===== src/rtl/prefetch_ar_arbiter_pkg.sv =====
// Shared types and constants for the prefetcher AR path: arbiter states,
// the AR payload record and the outstanding-burst ceiling.
package prefetcher_pkg;

  localparam int unsigned ADDR_BITS_DEF       = 16;
  localparam int unsigned BURST_LEN_WIDTH_DEF = 8;
  localparam int unsigned TID_WIDTH_DEF       = 8;

  typedef enum logic [1:0] {
    ARB,
    HOLD,
    FLUSH
  } arb_state_t;

  typedef struct packed {
    logic [ADDR_BITS_DEF-1:0]       addr;
    logic [BURST_LEN_WIDTH_DEF-1:0] len;
    logic [TID_WIDTH_DEF-1:0]       id;
  } ar_payload_t;

  // Largest value the outstanding counter can hold (all ones).
  function automatic int unsigned max_outstanding(input int unsigned log_queue_size);
    return (32'd1 << (log_queue_size + 1)) - 32'd1;
  endfunction

endpackage


===== src/rtl/prefetch_ar_arbiter_if.sv =====
// AR request/grant bundle for the arbiter: demand and prefetch sources,
// the DRAM AR channel and the R-channel snoop.
interface prefetch_ar_arbiter_if #(
  parameter int unsigned ADDR_BITS       = 16,
  parameter int unsigned BURST_LEN_WIDTH = 8,
  parameter int unsigned TID_WIDTH       = 8
);
  logic                       d_ar_valid;
  logic                       d_ar_ready;
  logic [ADDR_BITS-1:0]       d_ar_addr;
  logic [BURST_LEN_WIDTH-1:0] d_ar_len;
  logic [TID_WIDTH-1:0]       d_ar_id;

  logic                       p_ar_valid;
  logic                       p_ar_ready;
  logic [ADDR_BITS-1:0]       p_ar_addr;
  logic [BURST_LEN_WIDTH-1:0] p_ar_len;
  logic [TID_WIDTH-1:0]       p_ar_id;

  logic                       m_ar_valid;
  logic                       m_ar_ready;
  logic [ADDR_BITS-1:0]       m_ar_addr;
  logic [BURST_LEN_WIDTH-1:0] m_ar_len;
  logic [TID_WIDTH-1:0]       m_ar_id;

  logic                       m_r_valid;
  logic                       m_r_ready;
  logic                       m_r_last;

  // Arbiter side.
  modport slave (
    input  d_ar_valid, d_ar_addr, d_ar_len, d_ar_id,
    input  p_ar_valid, p_ar_addr, p_ar_len, p_ar_id,
    input  m_ar_ready, m_r_valid, m_r_ready, m_r_last,
    output d_ar_ready, p_ar_ready,
    output m_ar_valid, m_ar_addr, m_ar_len, m_ar_id
  );

  // Requesters / DRAM side.
  modport master (
    output d_ar_valid, d_ar_addr, d_ar_len, d_ar_id,
    output p_ar_valid, p_ar_addr, p_ar_len, p_ar_id,
    output m_ar_ready, m_r_valid, m_r_ready, m_r_last,
    input  d_ar_ready, p_ar_ready,
    input  m_ar_valid, m_ar_addr, m_ar_len, m_ar_id
  );

endinterface


===== src/rtl/prefetch_ar_arbiter_outstanding_tracker.sv =====
// Up/down counter of in-flight read bursts with a sticky underflow flag;
// simultaneous issue and completion leave the count unchanged.
module outstanding_tracker #(
  parameter int unsigned CNT_W = 4
) (
  input  logic             clk,
  input  logic             rst,
  input  logic             i_inc,
  input  logic             i_dec,
  output logic [CNT_W-1:0] o_count,
  output logic             o_underflow
);

  logic [CNT_W-1:0] r_count;
  logic             r_underflow;

  always_ff @(posedge clk) begin
    if (rst) begin
      r_count     <= '0;
      r_underflow <= 1'b0;
    end else if (i_inc && !i_dec) begin
      if (r_count != '1) r_count <= r_count + CNT_W'(1);
    end else if (i_dec && !i_inc) begin
      if (r_count == '0) r_underflow <= 1'b1;
      else               r_count     <= r_count - CNT_W'(1);
    end
  end

  assign o_count     = r_count;
  assign o_underflow = r_underflow;

endmodule


===== src/rtl/prefetch_ar_arbiter.sv =====
// Single-AR-channel arbiter: strict-priority demand over throttled prefetch,
// registered AR output, and a flush that drains all outstanding bursts.
module prefetch_ar_arbiter
  import prefetcher_pkg::*;
#(
  parameter int unsigned ADDR_BITS         = 16,
  parameter int unsigned BURST_LEN_WIDTH   = 8,
  parameter int unsigned TID_WIDTH         = 8,
  parameter int unsigned LOG_QUEUE_SIZE    = 3,
  parameter int unsigned PRFETCH_FRQ_WIDTH = 6
) (
  input  logic                         clk,
  input  logic                         rst,
  prefetch_ar_arbiter_if.slave         bus,
  input  logic                         flush,
  input  logic [LOG_QUEUE_SIZE:0]      crs_prOutstandingLimit,
  input  logic [PRFETCH_FRQ_WIDTH-1:0] crs_prefetch_freq,
  output logic [LOG_QUEUE_SIZE:0]      outstanding,
  output logic                         m_ar_is_prefetch,
  output logic                         flush_busy,
  output logic                         err_underflow
);

  localparam int unsigned     CNT_W   = LOG_QUEUE_SIZE + 1;
  localparam logic [CNT_W-1:0] OUT_MAX = CNT_W'(max_outstanding(LOG_QUEUE_SIZE));

  typedef struct packed {
    logic [ADDR_BITS-1:0]       addr;
    logic [BURST_LEN_WIDTH-1:0] len;
    logic [TID_WIDTH-1:0]       id;
  } ar_pay_t;

  arb_state_t                   r_state;
  arb_state_t                   w_next;
  logic                         r_flush_pend;
  ar_pay_t                      r_pay;
  logic                         r_is_pf;
  logic [PRFETCH_FRQ_WIDTH-1:0] r_ival;

  logic w_d_grant;
  logic w_p_grant;
  logic w_hold;
  logic w_m_hs;
  logic w_r_last_hs;

  assign w_hold      = (r_state == HOLD);
  assign w_m_hs      = w_hold && bus.m_ar_ready;
  assign w_r_last_hs = bus.m_r_valid && bus.m_r_ready && bus.m_r_last;

  always_comb begin
    w_next    = r_state;
    w_d_grant = 1'b0;
    w_p_grant = 1'b0;
    unique case (r_state)
      ARB: begin
        w_d_grant = bus.d_ar_valid && !r_flush_pend && (outstanding != OUT_MAX);
        w_p_grant = bus.p_ar_valid && !bus.d_ar_valid && !r_flush_pend &&
                    (outstanding < crs_prOutstandingLimit) &&
                    (r_ival >= crs_prefetch_freq);
        if (r_flush_pend)               w_next = FLUSH;
        else if (w_d_grant || w_p_grant) w_next = HOLD;
      end
      HOLD: begin
        if (bus.m_ar_ready) w_next = r_flush_pend ? FLUSH : ARB;
      end
      FLUSH: begin
        if (outstanding == '0) w_next = ARB;
      end
      default: w_next = ARB;
    endcase
  end

  always_ff @(posedge clk) begin
    if (rst) begin
      r_state      <= ARB;
      r_flush_pend <= 1'b0;
      r_pay        <= '0;
      r_is_pf      <= 1'b0;
      r_ival       <= '1;
    end else begin
      r_state <= w_next;

      // A new flush pulse wins over the drain-complete clear.
      if (flush)
        r_flush_pend <= 1'b1;
      else if (r_state == FLUSH && outstanding == '0)
        r_flush_pend <= 1'b0;

      if (w_d_grant) begin
        r_pay   <= '{addr: bus.d_ar_addr, len: bus.d_ar_len, id: bus.d_ar_id};
        r_is_pf <= 1'b0;
      end else if (w_p_grant) begin
        r_pay   <= '{addr: bus.p_ar_addr, len: bus.p_ar_len, id: bus.p_ar_id};
        r_is_pf <= 1'b1;
      end

      if (w_p_grant)        r_ival <= '0;
      else if (r_ival != '1) r_ival <= r_ival + PRFETCH_FRQ_WIDTH'(1);
    end
  end

  outstanding_tracker #(
    .CNT_W(CNT_W)
  ) u_tracker (
    .clk        (clk),
    .rst        (rst),
    .i_inc      (w_m_hs),
    .i_dec      (w_r_last_hs),
    .o_count    (outstanding),
    .o_underflow(err_underflow)
  );

  assign bus.d_ar_ready = w_d_grant;
  assign bus.p_ar_ready = w_p_grant;
  assign bus.m_ar_valid = w_hold;
  assign bus.m_ar_addr  = r_pay.addr;
  assign bus.m_ar_len   = r_pay.len;
  assign bus.m_ar_id    = r_pay.id;

  assign m_ar_is_prefetch = r_is_pf;
  assign flush_busy       = r_flush_pend || (r_state == FLUSH);

endmodule

===== src/flat_wrapper.sv =====
// flat-port wrapper written by rule: the top's interface ports become plain ports
module prefetch_ar_arbiter_flat import prefetcher_pkg::*;
#(
  parameter int unsigned ADDR_BITS         = 16,
  parameter int unsigned BURST_LEN_WIDTH   = 8,
  parameter int unsigned TID_WIDTH         = 8,
  parameter int unsigned LOG_QUEUE_SIZE    = 3,
  parameter int unsigned PRFETCH_FRQ_WIDTH = 6
)
  (clk, rst, flush, crs_prOutstandingLimit, crs_prefetch_freq, outstanding, m_ar_is_prefetch, flush_busy, err_underflow, bus_d_ar_valid, bus_d_ar_addr, bus_d_ar_len, bus_d_ar_id, bus_p_ar_valid, bus_p_ar_addr, bus_p_ar_len, bus_p_ar_id, bus_m_ar_ready, bus_m_r_valid, bus_m_r_ready, bus_m_r_last, bus_d_ar_ready, bus_p_ar_ready, bus_m_ar_valid, bus_m_ar_addr, bus_m_ar_len, bus_m_ar_id);
  prefetch_ar_arbiter_if #(.ADDR_BITS(ADDR_BITS), .BURST_LEN_WIDTH(BURST_LEN_WIDTH), .TID_WIDTH(TID_WIDTH)) bus_i ();
  input  logic clk;
  input  logic rst;
  input  logic flush;
  input  logic [LOG_QUEUE_SIZE:0] crs_prOutstandingLimit;
  input  logic [PRFETCH_FRQ_WIDTH-1:0] crs_prefetch_freq;
  output logic [LOG_QUEUE_SIZE:0] outstanding;
  output logic m_ar_is_prefetch;
  output logic flush_busy;
  output logic err_underflow;
  input wire logic [$bits(bus_i.d_ar_valid)-1:0] bus_d_ar_valid;
  input wire logic [$bits(bus_i.d_ar_addr)-1:0] bus_d_ar_addr;
  input wire logic [$bits(bus_i.d_ar_len)-1:0] bus_d_ar_len;
  input wire logic [$bits(bus_i.d_ar_id)-1:0] bus_d_ar_id;
  input wire logic [$bits(bus_i.p_ar_valid)-1:0] bus_p_ar_valid;
  input wire logic [$bits(bus_i.p_ar_addr)-1:0] bus_p_ar_addr;
  input wire logic [$bits(bus_i.p_ar_len)-1:0] bus_p_ar_len;
  input wire logic [$bits(bus_i.p_ar_id)-1:0] bus_p_ar_id;
  input wire logic [$bits(bus_i.m_ar_ready)-1:0] bus_m_ar_ready;
  input wire logic [$bits(bus_i.m_r_valid)-1:0] bus_m_r_valid;
  input wire logic [$bits(bus_i.m_r_ready)-1:0] bus_m_r_ready;
  input wire logic [$bits(bus_i.m_r_last)-1:0] bus_m_r_last;
  output wire logic [$bits(bus_i.d_ar_ready)-1:0] bus_d_ar_ready;
  output wire logic [$bits(bus_i.p_ar_ready)-1:0] bus_p_ar_ready;
  output wire logic [$bits(bus_i.m_ar_valid)-1:0] bus_m_ar_valid;
  output wire logic [$bits(bus_i.m_ar_addr)-1:0] bus_m_ar_addr;
  output wire logic [$bits(bus_i.m_ar_len)-1:0] bus_m_ar_len;
  output wire logic [$bits(bus_i.m_ar_id)-1:0] bus_m_ar_id;
  assign bus_i.d_ar_valid = bus_d_ar_valid;
  assign bus_i.d_ar_addr = bus_d_ar_addr;
  assign bus_i.d_ar_len = bus_d_ar_len;
  assign bus_i.d_ar_id = bus_d_ar_id;
  assign bus_i.p_ar_valid = bus_p_ar_valid;
  assign bus_i.p_ar_addr = bus_p_ar_addr;
  assign bus_i.p_ar_len = bus_p_ar_len;
  assign bus_i.p_ar_id = bus_p_ar_id;
  assign bus_i.m_ar_ready = bus_m_ar_ready;
  assign bus_i.m_r_valid = bus_m_r_valid;
  assign bus_i.m_r_ready = bus_m_r_ready;
  assign bus_i.m_r_last = bus_m_r_last;
  assign bus_d_ar_ready = bus_i.d_ar_ready;
  assign bus_p_ar_ready = bus_i.p_ar_ready;
  assign bus_m_ar_valid = bus_i.m_ar_valid;
  assign bus_m_ar_addr = bus_i.m_ar_addr;
  assign bus_m_ar_len = bus_i.m_ar_len;
  assign bus_m_ar_id = bus_i.m_ar_id;
  prefetch_ar_arbiter #(.ADDR_BITS(ADDR_BITS), .BURST_LEN_WIDTH(BURST_LEN_WIDTH), .TID_WIDTH(TID_WIDTH), .LOG_QUEUE_SIZE(LOG_QUEUE_SIZE), .PRFETCH_FRQ_WIDTH(PRFETCH_FRQ_WIDTH)) u_core (.clk(clk), .rst(rst), .bus(bus_i), .flush(flush), .crs_prOutstandingLimit(crs_prOutstandingLimit), .crs_prefetch_freq(crs_prefetch_freq), .outstanding(outstanding), .m_ar_is_prefetch(m_ar_is_prefetch), .flush_busy(flush_busy), .err_underflow(err_underflow));
endmodule

===== config.mk =====
export PLATFORM = sky130hd
export DESIGN_NAME = prefetch_ar_arbiter_flat
export DESIGN_NICKNAME = d
export VERILOG_FILES = /design/src/rtl/prefetch_ar_arbiter_pkg.sv /design/src/rtl/prefetch_ar_arbiter_if.sv /design/src/rtl/prefetch_ar_arbiter_outstanding_tracker.sv /design/src/rtl/prefetch_ar_arbiter.sv /design/src/flat_wrapper.sv
export SDC_FILE = /design/constraint.sdc
export NUM_CORES = 1
export LEC_CHECK = 0
export ABC_AREA = 1
export BUFFER_PORTS_ARGS = -buffer_cell sky130_fd_sc_hd__buf_2
export CAP_MARGIN = 20
export CORE_MARGIN = 4
export CORE_UTILIZATION = 50
export DETAILED_ROUTE_END_ITERATION = 10
export PLACE_DENSITY = 0.83
export SLEW_MARGIN = 20
export SYNTH_ARGS = -nofsm -noshare
export SYNTH_HDL_FRONTEND = slang
export SYNTH_SLANG_ARGS = --single-unit
export TNS_END_PERCENT = 10

===== constraint.sdc =====
create_clock -name clk -period 4.7 [get_ports clk]
set_clock_uncertainty 0.15 [all_clocks]
set_input_delay 0.47 -clock clk [delete_from_list [all_inputs] [get_ports clk]]
set_output_delay 0.47 -clock clk [all_outputs]
set_load 0.1 [all_outputs]

==> impl_metrics.env, run 1 <==
export IMPL_top_usage_layer="met2"
export IMPL_combPwrFrac=0.571
export IMPL_die_x_microns=84.26
export IMPL_critPathKind="reg -> out"
export IMPL_required_ps=4080
export IMPL_slowest_stage="buf_4"
export IMPL_setup_viol=0
export IMPL_nFillCells=522
export IMPL_path_buf_inv=5
export IMPL_antenna_found_initial=0
export IMPL_cts_resized=0
export IMPL_fp_dieH_microns=84.26
export IMPL_ys_warn_count=0
export IMPL_cp_common_cell="nand2_1"
export IMPL_leakage_nw=2.051
export IMPL_synth_area_per_cell_sq_um=6.579
export IMPL_grt_util_met3=0.05103
export IMPL_totalWireLength_mm=7.235
export IMPL_p_int_w=0.0008513
export IMPL_max_freq_mhz=327.4
export IMPL_synth_cells=442
export IMPL_postLayoutCellArea_sq_mm=0.003583
export IMPL_io_buffer_count=124
export IMPL_num_io_pins=125
export IMPL_grt_max_degree=99
export IMPL_ant_nets=0
export IMPL_maxSlewHeadroom=0.4200
export IMPL_switching_share=0.5357
export IMPL_power_w=0.001833
export IMPL_clock_path_buffers=2
export IMPL_multi_input_area_sq_mm=0.001679
export IMPL_grt_remaining_overflow=0
export IMPL_cts_tree="built"
export IMPL_dpl_cell_area_sq_mm=0.003496
export IMPL_vias=3036
export IMPL_hold_class="in -> reg"
export IMPL_ys_seq_area_frac=0.3236
export IMPL_final_common_cell="nand2_1"
export IMPL_nNetsFinal=650
export IMPL_area_growth_pct=23.24
export IMPL_die_area_sq_mm=0.007100
export IMPL_arrival_ps=2430
export IMPL_power_frac_seq=0.295
export IMPL_worstPathCellList="inv_1 -> ha_1 -> inv_1 -> nand2_1 -> nand2_1 -> nand2_1 -> nand2_1 -> nand2_1 -> nand3_4 -> buf_4 -> inv_2 -> buf_2"
export IMPL_tightest_slew_ps=870.0
export IMPL_grt_total_usage=0.1992
export IMPL_cp_max_fo=73
export IMPL_r2r_cells=12
export IMPL_grt_setup_unrepaired="no"
export IMPL_cts_sinks=47
export IMPL_grt_pass1_wl_mm=11.92
export IMPL_setup_tns_ps=0
export IMPL_dr_pass1_iters=4
export IMPL_post_place_cells=617
export IMPL_drive_gt1_frac=0.2627
export IMPL_vdd_drop_max_mv=0.2673
export IMPL_syn_area_sq_mm=0.002908
export IMPL_grtUsageMet2=0.3673
export IMPL_cts_root_buffer="clkbuf_8"
export IMPL_power_switching_w=0.0009822
export IMPL_fin_crit_ps=3055
export IMPL_hold_viol_final=0
export IMPL_slew_violations=0
export IMPL_whs_ps=231.8
export IMPL_path_clk_slew_ps=80
export IMPL_worstSetupPathDepth=12
export IMPL_clk_latency_ps=300
export IMPL_layout_common_cells="160 x nand2_1, 124 x buf_2, 47 x dfxtp_1"
export IMPL_num_antenna_cells=0
export IMPL_first_iter_violations=103
export IMPL_cts_htree_levels=2
export IMPL_drc=0
export IMPL_start_util=0.5217
export IMPL_hpwl_mm=5.282
export IMPL_cpPeakStageDelay_ps=550
export IMPL_synthDistinctLibCells=29
export IMPL_finalCritPeriodShare=0.6499
export IMPL_grtUsageMet1=0.2242
export IMPL_cts_hold_buf=0
export IMPL_num_rows=27
export IMPL_gp_congestion=0.8432
export IMPL_cts_setup_buffers=0
export IMPL_grt_pass1_vias=2796
export IMPL_cpLargestDelayFamily="buffers and inverters"
export IMPL_seqCellArea_sq_um=940.9
export IMPL_synth_seq_cells=47
export IMPL_core_sq_mm=0.005574
export IMPL_cap_violations=0
export IMPL_start_kind="flip-flop"
export IMPL_hold_depth=3
export IMPL_cp_end_kind="output port"
export IMPL_fin_cells=624
export IMPL_synth_fp_nets=540
export IMPL_outcome="completed"
export IMPL_drt_wirelength_per_cell_microns=11.59
export IMPL_viasPerCell=4.865
export IMPL_numCtsBuffers=5
export IMPL_power_density_mw_per_mm2=511.7
export IMPL_clockPowerShare=0.134
## through the flow
step	worst slack, ps	utilization
2_1_floorplan	1308	-
3_3_place_gp	1820	0.6272
3_5_place_dp	1767	0.6272
4_1_cts	1621	0.6429
5_1_grt	1414	0.6429
6_report	1645	0.6429
## routing by layer
metal | vias up | share of wire
met4 | 0 | 0.015
met5 | - | 0
met1 | 1313 | 0.41
met3 | 8 | 0.087
li1 | 1611 | -
met2 | 104 | 0.49
## kinds of logic after synthesis
| group | Yosys count | share of synthesized area |
|---|---|---|
| AOI/OAI and AO/OA | 59 | 0.1054 |
| xor gates and xnor gates | 5 | 0.01506 |
| adders and majority gates | 15 | 0.06713 |
| buffers and inverters | 62 | 0.09896 |
| DFF | 47 | 0.3236 |
| and+or+nand+nor | 254 | 0.3898 |
## tightest hold or removal path, cell delays in order
cell     delay, ps
buf_2           80
a21oi_1         30
nor2_1          70
## final timing paths
path,startpoint,to,slack (ps)
setup / recovery,u_core.r_ival[0],bus_p_ar_ready,1650
hold / removal,flush,u_core.r_flush_pend,230
setup reg to reg,u_core.r_state[0],u_core.u_tracker.o_count[3],2220
hold reg to reg,u_core.m_ar_is_prefetch,u_core.m_ar_is_prefetch,300
## cell usage after synthesis
library cell | count | area, sq um
ha_1 | 14 | 175.2
buf_4 | 6 | 45.04
inv_2 | 6 | 22.52
dfxtp_1 | 47 | 940.9
o211ai_1 | 1 | 7.510
xor2_1 | 4 | 35.03
nand4_4 | 1 | 21.27
a31oi_1 | 1 | 6.260
buf_2 | 8 | 40.04
nor2_4 | 1 | 11.26
fa_1 | 1 | 20.02
nand3_1 | 11 | 55.05
nand4_1 | 1 | 6.260
a21oi_1 | 45 | 225.2
inv_1 | 31 | 116.4
a21oi_2 | 1 | 8.760
o21ai_0 | 4 | 20.02
clkbuf_1 | 4 | 15.01
nor2_1 | 45 | 168.9
o21ai_1 | 6 | 30.03
xnor2_1 | 1 | 8.760
buf_6 | 3 | 33.78
nor3_1 | 1 | 5.000
clkinv_1 | 1 | 3.750
buf_1 | 3 | 11.26
nand3_4 | 1 | 17.52
nand2_1 | 160 | 600.6
o21ai_2 | 1 | 8.760
nand3b_1 | 33 | 247.7
## power groups by stage
stage	sequential (W)	combinational (W)	clock, W
floorplan	0.000969	0.000456	0
CTS	0.000540	0.00105	0.000255
detailed placement	0.000547	0.00105	0
global placement	0.000544	0.00103	0
finish	0.000540	0.00105	0.000246
global route	0.000551	0.00114	0.000267
## flip-flops by register name, indices dropped and copies added, names as in the netlist
signal and count:
u_core.bus.m_ar_id 8, u_core.r_ival 6, u_core.m_ar_is_prefetch 1, u_core.u_tracker.o_underflow 1, u_core.bus.m_ar_len 8, u_core.bus.m_ar_addr 16, u_core.u_tracker.o_count 4, u_core.r_flush_pend 1
u_core.r_state 2
## cell type report
type | instances | share of cell area
repair buffers | 127 | 0.1795
flip-flops and latches | 47 | 0.2626
clock buffers | 6 | 0.02304
multi-input cells | 333 | 0.4686
inverters | 38 | 0.03980
clock inverters | 1 | 0.001397
well taps | 72 | 0.02514
Power figures use the tool's default switching activity.
==> inputs of run 2 (changes only) <==
Settings changed: CORE_UTILIZATION 50 to 48, PLACE_DENSITY 0.83 to 0.81.
Clock period 4.7 ns to 3.2 ns, I/O delays scaled along.
==> run 2 against run 1 <==
Final cell count increased by 0.64%; die area increased by 3.8%; critical path type unchanged; combinational power increased by 47%; highest routed layer unchanged; largest power group unchanged.
==> impl_metrics.env, run 2 (synthesized netlist as in run 1, its figures left out) <==
export IMPL_cts_sinks=47
export IMPL_area_growth_pct=24.53
export IMPL_arrival_ps=1990
export IMPL_vdd_drop_max_mv=0.3553
export IMPL_dpl_cell_area_sq_mm=0.003517
export IMPL_setup_tns_ps=0
export IMPL_num_io_pins=125
export IMPL_combPwrFrac=0.565
export IMPL_cpPeakStageDelay_ps=450
export IMPL_max_freq_mhz=406.0
export IMPL_drc=0
export IMPL_path_clk_slew_ps=80
export IMPL_numCtsBuffers=5
export IMPL_hold_depth=3
export IMPL_dr_pass1_iters=5
export IMPL_antenna_found_initial=0
export IMPL_slowest_stage="dfxtp_1"
export IMPL_cap_violations=0
export IMPL_cp_max_fo=6
export IMPL_grt_total_usage=0.1943
export IMPL_maxSlewHeadroom=0.4058
export IMPL_num_antenna_cells=0
export IMPL_hold_viol_final=0
export IMPL_die_x_microns=85.83
export IMPL_nNetsFinal=650
export IMPL_num_rows=28
export IMPL_required_ps=2730
export IMPL_largest_reg_flops=16
export IMPL_die_area_sq_mm=0.007367
export IMPL_critPathKind="reg -> out"
export IMPL_ant_nets=0
export IMPL_gp_congestion=0.8412
export IMPL_outcome="completed"
export IMPL_cts_root_buffer="clkbuf_8"
export IMPL_setup_viol=0
export IMPL_cts_setup_buffers=0
export IMPL_cts_tree="built"
export IMPL_clock_path_buffers=2
export IMPL_totalWireLength_mm=7.083
export IMPL_core_sq_mm=0.005886
export IMPL_slew_violations=0
export IMPL_worstPathCellList="ha_1 -> nand2_1 -> clkinv_1 -> a21oi_2 -> nand3_4 -> inv_2 -> buf_2"
export IMPL_first_iter_violations=100
export IMPL_vias=3039
export IMPL_p_int_w=0.001284
export IMPL_cp_end_kind="output port"
export IMPL_grt_pass1_vias=2831
export IMPL_postLayoutCellArea_sq_mm=0.003621
export IMPL_cts_htree_levels=2
export IMPL_regToRegSetupSlack_ps=850
export IMPL_hold_class="in -> reg"
export IMPL_grt_max_degree=99
export IMPL_fin_crit_ps=2463
export IMPL_worstSetupPathDepth=7
export IMPL_start_kind="flip-flop"
export IMPL_leakage_nw=2.058
export IMPL_path_buf_inv=3
export IMPL_post_place_cells=620
export IMPL_grt_remaining_overflow=0
export IMPL_power_density_mw_per_mm2=752.3
export IMPL_r2r_cells=12
export IMPL_cts_hold_buf=0
export IMPL_power_switching_w=0.001441
export IMPL_layout_common_cells="160 x nand2_1, 123 x buf_2, 47 x dfxtp_1"
export IMPL_cpLargestDelayFamily="buffers and inverters"
export IMPL_fp_dieH_microns=85.83
export IMPL_tightest_slew_ps=891.3
export IMPL_grt_setup_unrepaired="no"
export IMPL_start_util=0.4940
export IMPL_grt_pass1_wl_mm=11.89
export IMPL_final_common_cell="nand2_1"
export IMPL_switching_share=0.5288
export IMPL_power_frac_seq=0.291
export IMPL_drt_wirelength_per_cell_microns=11.28
export IMPL_finalCritPeriodShare=0.7697
export IMPL_io_buffer_count=124
export IMPL_clockPowerShare=0.144
export IMPL_viasPerCell=4.839
export IMPL_fin_cells=628
export IMPL_hpwl_mm=5.148
export IMPL_drive_gt1_frac=0.2658
export IMPL_clk_latency_ps=290
export IMPL_cts_resized=0
## run 2: power by group through the flow
stage | clock, W | sequential [W] | combinational, W
after floorplan | 0 | 0.00142 | 0.000671
after global placement | 0 | 0.000802 | 0.00151
after detailed placement | 0 | 0.000804 | 0.00154
after CTS | 0.000407 | 0.000793 | 0.00155
after global routing | 0.000430 | 0.000811 | 0.00168
final | 0.000392 | 0.000793 | 0.00154
## run 2: worst paths after layout
kind | from | end
setup reg to reg | u_core.r_state[0] | u_core.u_tracker.o_count[3]
hold / removal | flush | u_core.r_flush_pend
setup / recovery | u_core.u_tracker.o_count[3] | bus_p_ar_ready
hold reg to reg | u_core.u_tracker.o_underflow | u_core.u_tracker.o_underflow
## run 2: final cells by class
class	instances	area (sq um)
fillers	574	2265
multi-input cells	333	1682
flip-flops and latches	47	940.9
repair buffers	127	658.1
inverters	38	142.6
clock buffers	7	96.34
well taps	75	93.84
clock inverters	1	7.507
## run 2: metrics by stage
stage	hold WS [ps]	util	setup slack (ps)	total power, W
floorplan	239.1	-	134.0	0.002094
global placement	282.6	0.5976	964.1	0.002312
detailed placement	289.1	0.5976	873.7	0.002347
CTS	75.19	0.6152	705.8	0.002748
global route	106.8	0.6152	518.6	0.002923
finish	82.87	0.6152	736.9	0.002724
## run 2: routing by layer
| layer | wire (microns) | vias up | part of all wire | global-route usage |
|---|---|---|---|---|
| met4 | 78 | 0 | 0.011 | 0.05180 |
| met2 | 3285 | 109 | 0.46 | 0.3453 |
| met1 | 3141 | 1301 | 0.44 | 0.2324 |
| li1 | - | 1618 | - | - |
| met5 | 0 | - | 0 | 0 |
| met3 | 577 | 11 | 0.081 | 0.04899 |
## run 2: tightest hold or removal path, delay by kind of cell
family                 cells  cell delay (ps)
AOI/OAI and AO/OA          1               30
buffers and inverters      1               80
and+or+nand+nor            1               70
==> inputs of run 3 (changes only) <==
Settings changed: CORE_UTILIZATION 48 to 43, PLACE_DENSITY 0.81 to 0.76.
Clock period 3.2 ns to 2 ns, I/O delays scaled along.
==> run 3 against run 2 <==
The flow now finishes with violations (setup timing); sequential share of layout area down 2.1 points; worst hold slack worse by 22 ps; global-route usage shrank 1.5 points; wire length is 14% higher; flip-flop and latch count unchanged; critical path type unchanged; largest cell class unchanged.
==> impl_metrics.env, run 3 (synthesized netlist as in run 1, its figures left out) <==
export IMPL_cp_startpoint="u_core.r_ival[0]"
export IMPL_violations="setup timing"
export IMPL_final_common_cell="nand2_1"
export IMPL_dr_pass1_iters=5
export IMPL_layout_common_cells="159 x nand2_1, 122 x buf_2, 43 x a21oi_1"
export IMPL_pre_cts_slack_ps=-6.750
export IMPL_largest_reg_flops=16
export IMPL_hold_viol_final=0
export IMPL_die_area_sq_mm=0.008142
export IMPL_post_place_cells=628
export IMPL_hp_start="bus_d_ar_addr[4]"
export IMPL_vias=3186
export IMPL_nFillCells=619
export IMPL_required_ps=1650
export IMPL_outcome="finished with violations"
export IMPL_num_antenna_cells=0
export IMPL_grt_pass1_vias=2927
export IMPL_nNetsFinal=669
export IMPL_timing_rr_end="u_core.u_tracker.o_count[3]"
export IMPL_grt_pass1_wl_mm=12.42
export IMPL_max_freq_mhz=499.7
export IMPL_arrival_ps=1650
export IMPL_grt_max_degree=52
export IMPL_hpwl_mm=5.652
export IMPL_cts_root_buffer="clkbuf_8"
export IMPL_grt_remaining_overflow=0
export IMPL_antenna_found_initial=0
export IMPL_hold_class="in -> reg"
export IMPL_rr_startpoint="u_core.r_state[0]"
export IMPL_leakage_nw=2.200
export IMPL_fin_cells=649
export IMPL_whs_ps=61.26
export IMPL_viasPerCell=4.909
export IMPL_critPathKind="reg -> out"
export IMPL_start_kind="flip-flop"
export IMPL_die_x_microns=90.24
export IMPL_core_sq_mm=0.006459
export IMPL_cts_sinks=47
export IMPL_numCtsBuffers=5
export IMPL_tightest_slew_ps=503.5
export IMPL_power_w=0.004561
export IMPL_finalCritPeriodShare=1.001
export IMPL_setup_tns_ps=-1.256
export IMPL_io_buffer_count=124
export IMPL_clk_latency_ps=290
export IMPL_ant_nets=0
export IMPL_totalWireLength_mm=8.057
export IMPL_drt_wirelength_per_cell_microns=12.41
export IMPL_r2r_cells=12
export IMPL_drc=0
export IMPL_num_rows=29
export IMPL_setup_slack_ps=-1.256
export IMPL_cap_violations=0
export IMPL_cp_max_fo=3
export IMPL_holdPathEnd="u_core.bus.m_ar_addr[4]"
export IMPL_fin_crit_ps=2001
export IMPL_regToRegSetupSlack_ps=20
export IMPL_vdd_drop_max_mv=0.6802
export IMPL_setup_viol=1
export IMPL_slew_violations=0
export IMPL_grt_setup_unrepaired="yes"
export IMPL_maxSlewHeadroom=0.6666
export IMPL_num_io_pins=125
export IMPL_clock_path_buffers=2
export IMPL_drive_gt1_frac=0.3252
export IMPL_cp_end_kind="output port"
export IMPL_area_growth_pct=38.04
export IMPL_power_density_mw_per_mm2=1136
export IMPL_path_clk_slew_ps=80
export IMPL_start_util=0.4502
export IMPL_hold_depth=5
export IMPL_cts_tree="built"
export IMPL_grt_total_usage=0.1797
export IMPL_fp_dieH_microns=90.24
export IMPL_gp_congestion=0.8297
export IMPL_first_iter_violations=132
export IMPL_cts_htree_levels=2
run 3: changes by cell type in the layout (fill, tap and decap cells not counted), sizes merged:
cell         before  now
clkinvlp          1    0
dlygate4sd3       0    3
clkbuf            7    9
buf             127  141
clkinv            1    2
run 3: how the worst max path moves through the flow:
stage | end | slack [ps] | depth (start not counted)
floorplan | u_core.u_tracker.o_count[3] | -380 | 12
global placement | u_core.u_tracker.o_count[3] | 70 | 12
detailed placement | u_core.u_tracker.o_count[3] | -7 | 12
CTS | u_core.u_tracker.o_count[3] | -20 | 12
global route | u_core.u_tracker.o_count[3] | -120 | 11
finish | bus_p_ar_ready | -1 | 11
run 3: worst max-delay path, cell delays in order, from the launching register on:
cell	delay, ps
dfxtp_2	360
inv_2	50
ha_4	250
inv_2	30
nand2_1	40
nand2_1	50
nand2_1	60
nand2_1	70
nand2_2	90
nand3_4	100
inv_4	90
buf_12	170
run 3: area by class of cell:
type	instances	area [sq um]	area share
Inverter	38	150.1	0.03741
Tap cell	77	96.34	0.02400
Multi-Input combinational cell	333	1799	0.4483
Clock inverter	1	5.005	0.001247
Timing Repair Buffer	146	928.4	0.2313
Sequential cell	47	958.4	0.2388
Clock buffer	7	76.32	0.01901
run 3: per-layer routing:
metal,vias to the layer above,GRT usage,part of all wire
met4,0,0.06250,0.015
met1,1392,0.2187,0.43
met3,12,0.04257,0.080
li1,1660,-,-
met2,122,0.3093,0.47
met5,-,0,0
run 3: report_power, final:
part / switching (W) / internal, W
combinational: 0.00196 / 0.000766
sequential: 0.000133 / 0.00115
clock: 0.000306 / 0.000246
total: 0.00240 / 0.00216
run 3: per-stage QoR:
| stage | area (sq um) | utilization |
|---|---|---|
| floorplan | 2979 | - |
| global placement | 3711 | 0.5746 |
| detailed placement | 3711 | 0.5746 |
| CTS | 3876 | 0.6002 |
| global route | 4014 | 0.6215 |
| finish | 4014 | 0.6215 |
run 3: what timing repair did:
action,4_1_cts,5_1_grt
endpoints found under the setup margin,3,38
endpoints found under the hold margin,4,0
hold buffers,3,0
gates resized for setup,9,10
pin swaps,3,5
cloned,0,2
buffers inserted,3,5
